===== config.mk =====
export PLATFORM = sky130hd
export DESIGN_NAME = prog_delay_line
export DESIGN_NICKNAME = d
export VERILOG_FILES = /design/src/rtl/gravsim_util_pkg.sv /design/src/rtl/dl_tap_mux.sv /design/src/rtl/prog_delay_line.sv
export SDC_FILE = /design/constraint.sdc
export NUM_CORES = 2
export LEC_CHECK = 0
export ABC_CLOCK_PERIOD_IN_PS = 8100
export BUFFER_PORTS_ARGS = -buffer_cell sky130_fd_sc_hd__buf_2
export CAP_MARGIN = 10
export CORE_MARGIN = 10
export CORE_UTILIZATION = 55
export DETAILED_ROUTE_END_ITERATION = 8
export PLACE_DENSITY = 0.8
export RECOVER_POWER = 25
export SKIP_LAST_GASP = 1
export SYNTH_ARGS = -nofsm -noshare
export SYNTH_HDL_FRONTEND = slang
export SYNTH_SLANG_ARGS = --single-unit

===== constraint.sdc =====
create_clock -name clk -period 8.1 [get_ports clk]
set_clock_uncertainty 0.1 [all_clocks]
set_input_delay 1.215 -clock clk [delete_from_list [all_inputs] [get_ports clk]]
set_output_delay 1.215 -clock clk [all_outputs]
set_load 0.01 [all_outputs]

===== src/rtl/gravsim_util_pkg.sv =====
// gravsim_util_pkg: shared stage record, depth limits and delay clamp for the programmable delay line
package gravsim_util_pkg;
  localparam int DL_MIN_DEPTH = 2;
  localparam int DL_MAX_DEPTH = 256;
  localparam int DL_WORD_W = 32;
  localparam int DL_LANES = 3;
  typedef struct packed {
    logic valid;
    logic [DL_LANES-1:0][DL_WORD_W-1:0] data;
  } dl_stage_t;
  function automatic int unsigned dl_clamp(input int unsigned cfg, input int unsigned depth);
    return cfg == 0 ? 1 : (cfg > depth ? depth : cfg);
  endfunction
endpackage


===== src/rtl/dl_tap_mux.sv =====
// dl_tap_mux: selects stage d_eff-1 and zeroes the data word when that stage is empty
module dl_tap_mux #(
  parameter int DEPTH = 16,
  parameter int W = 96,
  parameter int DW = 5
) (
  input  logic [DEPTH-1:0] vld,
  input  logic [W-1:0]     dat [DEPTH],
  input  logic [DW-1:0]    d_eff,
  output logic             out_valid,
  output logic [W-1:0]     out_data
);
  localparam int SW = $clog2(DEPTH);
  logic [SW-1:0] sel;
  always_comb begin
    sel = SW'(d_eff - DW'(1));
    out_valid = vld[sel];
    out_data = out_valid ? dat[sel] : '0;
  end
endmodule


===== src/rtl/prog_delay_line.sv =====
// prog_delay_line: multi-lane delay line with runtime-selectable tap and sticky config error
// Optional occupancy counter compiled in with PROG_DELAY_LINE_OCC_EN.
module prog_delay_line
  import gravsim_util_pkg::*;
#(
  parameter int DATA_WIDTH = 32,
  parameter int CHANNELS = 3,
  parameter int MAX_DEPTH = 16,
  localparam int DW_CFG = $clog2(MAX_DEPTH + 1),
  localparam int W = CHANNELS * DATA_WIDTH
) (
  input  logic              clk,
  input  logic              rst_n,
  input  logic              en,
  input  logic              flush,
  input  logic [DW_CFG-1:0] delay_cfg,
  input  logic              in_valid,
  input  logic [W-1:0]      in_data,
  output logic              out_valid,
  output logic [W-1:0]      out_data,
  output logic              cfg_err,
  output logic [DW_CFG-1:0] occupancy
);
  localparam logic [DW_CFG-1:0] MAX_D = DW_CFG'(MAX_DEPTH);
  logic [MAX_DEPTH-1:0] vld;
  logic [W-1:0] dat [MAX_DEPTH];
  logic [DW_CFG-1:0] d_eff;
  logic cfg_bad;
  always_comb begin
    d_eff = DW_CFG'(dl_clamp(32'(delay_cfg), MAX_DEPTH));
    cfg_bad = delay_cfg == '0 || delay_cfg > MAX_D;
  end
  always_ff @(posedge clk or negedge rst_n)
    if (!rst_n) vld <= '0;
    else if (flush) vld <= '0;
    else if (en) vld <= {vld[MAX_DEPTH-2:0], in_valid};
  // data words are never reset; empty stages are masked at the tap
  always_ff @(posedge clk)
    if (en && !flush) begin
      dat[0] <= in_data;
      for (int i = 1; i < MAX_DEPTH; i++) dat[i] <= dat[i-1];
    end
  always_ff @(posedge clk or negedge rst_n)
    if (!rst_n) cfg_err <= 1'b0;
    else if (cfg_bad) cfg_err <= 1'b1;
    else if (flush) cfg_err <= 1'b0;
`ifdef PROG_DELAY_LINE_OCC_EN
  logic [DW_CFG-1:0] occ;
  always_ff @(posedge clk or negedge rst_n)
    if (!rst_n) occ <= '0;
    else if (flush) occ <= '0;
    else if (en) occ <= occ + DW_CFG'(in_valid) - DW_CFG'(vld[MAX_DEPTH-1]);
  assign occupancy = occ;
`else
  assign occupancy = '0;
`endif
  dl_tap_mux #(.DEPTH(MAX_DEPTH), .W(W), .DW(DW_CFG)) u_tap (
    .vld(vld),
    .dat(dat),
    .d_eff(d_eff),
    .out_valid(out_valid),
    .out_data(out_data)
  );
endmodule


==> impl.org <==
** Run status
- Outcome :: finished, final reports clean

** STA
- Final setup violation count :: 0
- Max Slew Vio Count :: 0
- Transition time at the pin with the least slew margin :: ~1000 ps
- Setup Total Neg Slack :: 0 ps
- Worst slew slack as a fraction of its limit :: 30.13%
- The clock period could shrink to roughly 7200 ps.
- Highest clock rate :: ~0.14 GHz
- After layout, the worst path uses between 80% and 90% of the clock period.
- Setup repair after global routing left no endpoint under its margin.
- The hold violation count in the final report came to 0.

** Placement
- The HPWL after detailed placement is a little over 70000 um.
- Global placement routability congestion :: just under 0.8
- Including well taps, the total number of placed cells is about 4900.
- In this run the tool buffered the top-level ports with 203 buffer cells.

** Synthesis
- By area the synthesized netlist is led by sky130_fd_sc_hd__edfxtp_1, sky130_fd_sc_hd__mux2i_1, sky130_fd_sc_hd__mux4_2.
- In the synthesized netlist the dominant register cell turns out to be sky130_fd_sc_hd__edfxtp_1.
- Cell count after synthesis :: ~3500
- The most common cell in the synthesized netlist is sky130_fd_sc_hd__edfxtp_1.
- After synthesis the cells add up to between 0.06 and 0.07 mm^2.
- After synthesis the netlist holds a flip-flop and latch count of approximately 1600.
- Syn_area_per_cell :: around 17 um^2
- In the synthesized netlist, the cells that appear most often are sky130_fd_sc_hd__edfxtp_1, sky130_fd_sc_hd__nand2_1, sky130_fd_sc_hd__mux2i_1.
- Counting distinct cell types in the post-synthesis netlist gives 31.
- Post-synth top area share :: between 70% and 80%
- Largest area contributor in the netlist :: sky130_fd_sc_hd__edfxtp_1
- Count of flip-flops with a built-in enable after synthesis :: between 1500 and 2000
- Total of warnings raised by yosys :: 0
- In the synthesized netlist the async set-or-reset flop fraction comes to roughly 1.1%.
- Sequential-to-total area share from yosys stat :: 77.53%

** Setup path
- The critical path is of the input port to primary output type.
- For the worst setup path, the data arrival time is 5900 ps.
- The slowest stage of the critical path belongs to the cell sky130_fd_sc_hd__ha_4.
- The signal on the critical path passes through buf_2, nor3_1, nand2b_1, inv_1, ha_1, a21o_4, inv_8, ha_4, and2_4, buf_4, a21o_1, o221ai_1, a21oi_1, buf_2.
- Minimum setup slack among reg-to-reg paths :: 7190 ps
- Highest cell delay on the worst timing path :: slightly above 900 ps
- The number of cells on the worst reg-to-reg path is 0.
- Endpoint class of the critical path :: primary output
- Crit path required time :: just under 7000 ps
- CP most frequent cell :: sky130_fd_sc_hd__buf_2
- The endpoint identified for the worst register-to-register timing path is dat[1399].
- STA classifies the critical path startpoint as an input port.
- The startpoint identified for the worst register-to-register timing path is dat[1495].
- Critical Path Fanout Max :: 64

** Job
- Count of maximum capacitance violations :: 0

** Global route
- Total global routing track utilization :: 20.46%
- The first global-routing pass estimated around 200000 um of wire.
- Number of global-route vias before repair :: about 32000
- Number of antenna violations at the first check in global routing :: 3
- Overflow left after global routing :: 0
- Entering global routing, the biggest net connects 192 pins.

** Routing
- Mean routed wirelength per cell :: 24.32 um
- Top routing layer in use :: met5
- Count of nets left with antenna violations after detail routing :: 0
- The detailed router put a total of between 50000 and 60000 um of wire on met1.
- The first routing iteration left just over 4000 violations.
- Using the TritonRoute via totals, the vias-per-cell ratio works out to 6.214.
- DRC violation count after routing :: 0
- Before antenna repair, the detailed router went through 7 iterations.
- The routed layout has around 32000 vias.
- Routed length on met2 :: about 58000 um
- Wire segments on met3 add up to ~12000 um in the final route.
- Drt total wl :: 126700 um

** Clock network
- PostCTS Resize Cnt :: 0
- Deepest level of the CTS H-tree :: 4
- Count of hold-fix buffers inserted at cts :: 0
- Post-CTS clock slew at the launch and capture registers of the worst setup and hold paths :: around 60 ps
- Total CTS buffers :: approximately 160
- Sink count of the clock tree :: about 1600
- Counting along the longest clock path gives a buffer depth of 3.
- Clock Latency Late Sink :: 770 ps
- TritonCTS clock tree :: yes
- After clock tree synthesis, the setup repair step added 0 buffers.
- Clock root buffer :: sky130_fd_sc_hd__clkbuf_16

** Hold path
- The path class of the tightest hold or removal check is input port to asynchronous set/reset pin.

** Final layout
- Sequential Area :: 0.04655 mm^2
- Number of standard cells in the layout, taps in and fillers out :: 5207
- Layout cell share with drive strength beyond 1 :: 16.11%
- Footprint of the multi-input gates :: between 0.01 and 0.015 mm^2
- Number of nets in the layout :: approximately 3800
- 0 antenna diodes ended up in the layout.
- After filler insertion, the fill cell instance count of the layout stands at 7410.
- Final core utilization :: 62.09%
- The area growth from synthesis to layout is 12.40%.

** Floorplan
- For this configuration, the core starts out at a cell density of between 50% and 60%.
- During I/O placement, the number of pins put on the boundary was around 210.
- Floorplan Core Area :: between 0.1 and 0.15 mm^2
- The die covers about 0.12 mm^2.
- In this run the horizontal extent of the chip is between 300 and 400 um.
- The initialized floorplan defines 121 standard-cell rows.
- Die span in y :: about 350 um

** Power
- Power spread over the standard cell area amounts to approximately 260 mW/mm^2.
- Leak :: ~23 nW
- VDD IR-drop max :: 192.0 uV
worst max-delay path, delay by kind of cell:
family | cells | cell delay (ps)
fa+ha+maj | 2 | 1210
buf+inv | 5 | 1210
compound gates | 4 | 1240
simple gates | 3 | 910
sequential cells by signal (all words and copies together), names as in the netlist:
name	cells
dat	1536
vld	16
cfg_err	1
per-stage QoR:
step	area [um^2]	setup WS (ps)	total power, mW	hold slack [ps]
2_1_floorplan	60110	-16850	10.75	320.7
3_3_place_gp	62580	961.0	10.95	323.0
3_5_place_dp	62580	923.4	11.01	329.5
4_1_cts	67490	875.6	17.97	258.9
5_1_grt	67490	611.1	18.43	293.5
6_report	67490	889.3	17.84	305.1
where the power goes:
group	total, mW	internal (mW)	switching (mW)
combinational	1.53	0.518	1.01
sequential	9.32	9.17	0.151
clock	6.98	3.99	2.99
total	17.8	13.7	4.16
layout by cell type, fill, tap and decap left out, types with 4 or more instances in the layout:
cell type / n
sky130_fd_sc_hd__buf_2: 203
sky130_fd_sc_hd__conb_1: 5
sky130_fd_sc_hd__clkinvlp_4: 4
sky130_fd_sc_hd__a21oi_1: 67
sky130_fd_sc_hd__o221ai_1: 96
sky130_fd_sc_hd__clkbuf_16: 157
sky130_fd_sc_hd__edfxtp_1: 1536
sky130_fd_sc_hd__dfrtp_1: 17
sky130_fd_sc_hd__bufinv_16: 13
sky130_fd_sc_hd__buf_4: 32
sky130_fd_sc_hd__clkinv_2: 18
sky130_fd_sc_hd__o21ai_0: 98
sky130_fd_sc_hd__buf_12: 24
sky130_fd_sc_hd__nand4_1: 96
sky130_fd_sc_hd__clkinv_1: 35
sky130_fd_sc_hd__a22oi_1: 96
sky130_fd_sc_hd__mux4_2: 100
sky130_fd_sc_hd__clkbuf_1: 31
sky130_fd_sc_hd__inv_6: 9
sky130_fd_sc_hd__clkinv_4: 5
sky130_fd_sc_hd__inv_1: 5
sky130_fd_sc_hd__nand3_1: 289
sky130_fd_sc_hd__a21o_1: 96
sky130_fd_sc_hd__mux2i_1: 306
sky130_fd_sc_hd__nor2_1: 18
sky130_fd_sc_hd__a21oi_2: 29
sky130_fd_sc_hd__nand2_1: 386
routing by layer:
layer / track usage [%] / vias to the layer above
li1: - / 14212
met1: 29.74 / 16292
met2: 30.38 / 1619
met3: 4.736 / 228
met4: 7.297 / 4
met5: 0 / -
how the worst max path moves through the flow:
stage / startpoint / to / depth (start not counted) / slack [ps]
2_1_floorplan: en / dat[0] / 3 / -16850
3_3_place_gp: delay_cfg[0] / out_data[6] / 14 / 960
3_5_place_dp: delay_cfg[0] / out_data[6] / 14 / 920
4_1_cts: delay_cfg[0] / out_data[5] / 14 / 880
5_1_grt: delay_cfg[0] / out_data[49] / 14 / 610
6_report: delay_cfg[0] / out_data[49] / 14 / 890
kinds of logic (layout without fill, tap and decap cells):
kind of cell,count (synthesis),after routing,share of synthesized area (%)
buffers and inverters,248,541,1.846
multiplexers,407,407,8.877
AO/OA/AOI/OAI,485,485,5.633
flip-flops,1553,1553,77.53
adder cells (fa/ha/maj),3,3,0.06252
other,1,5,0.006245
XOR/XNOR,2,2,0.04169
AND/OR/NAND/NOR,797,797,6.008
layout make-up:
type	count	share of cell area (%)
tap	1414	2.621
clock buffer	188	5.993
multi-input combinational	1699	18.52
clock inverter	88	1.281
sequential	1553	68.97
inverter	6	0.04449
timing repair buffer	259	2.573
No activity file was read; power rests on OpenSTA's default activity.
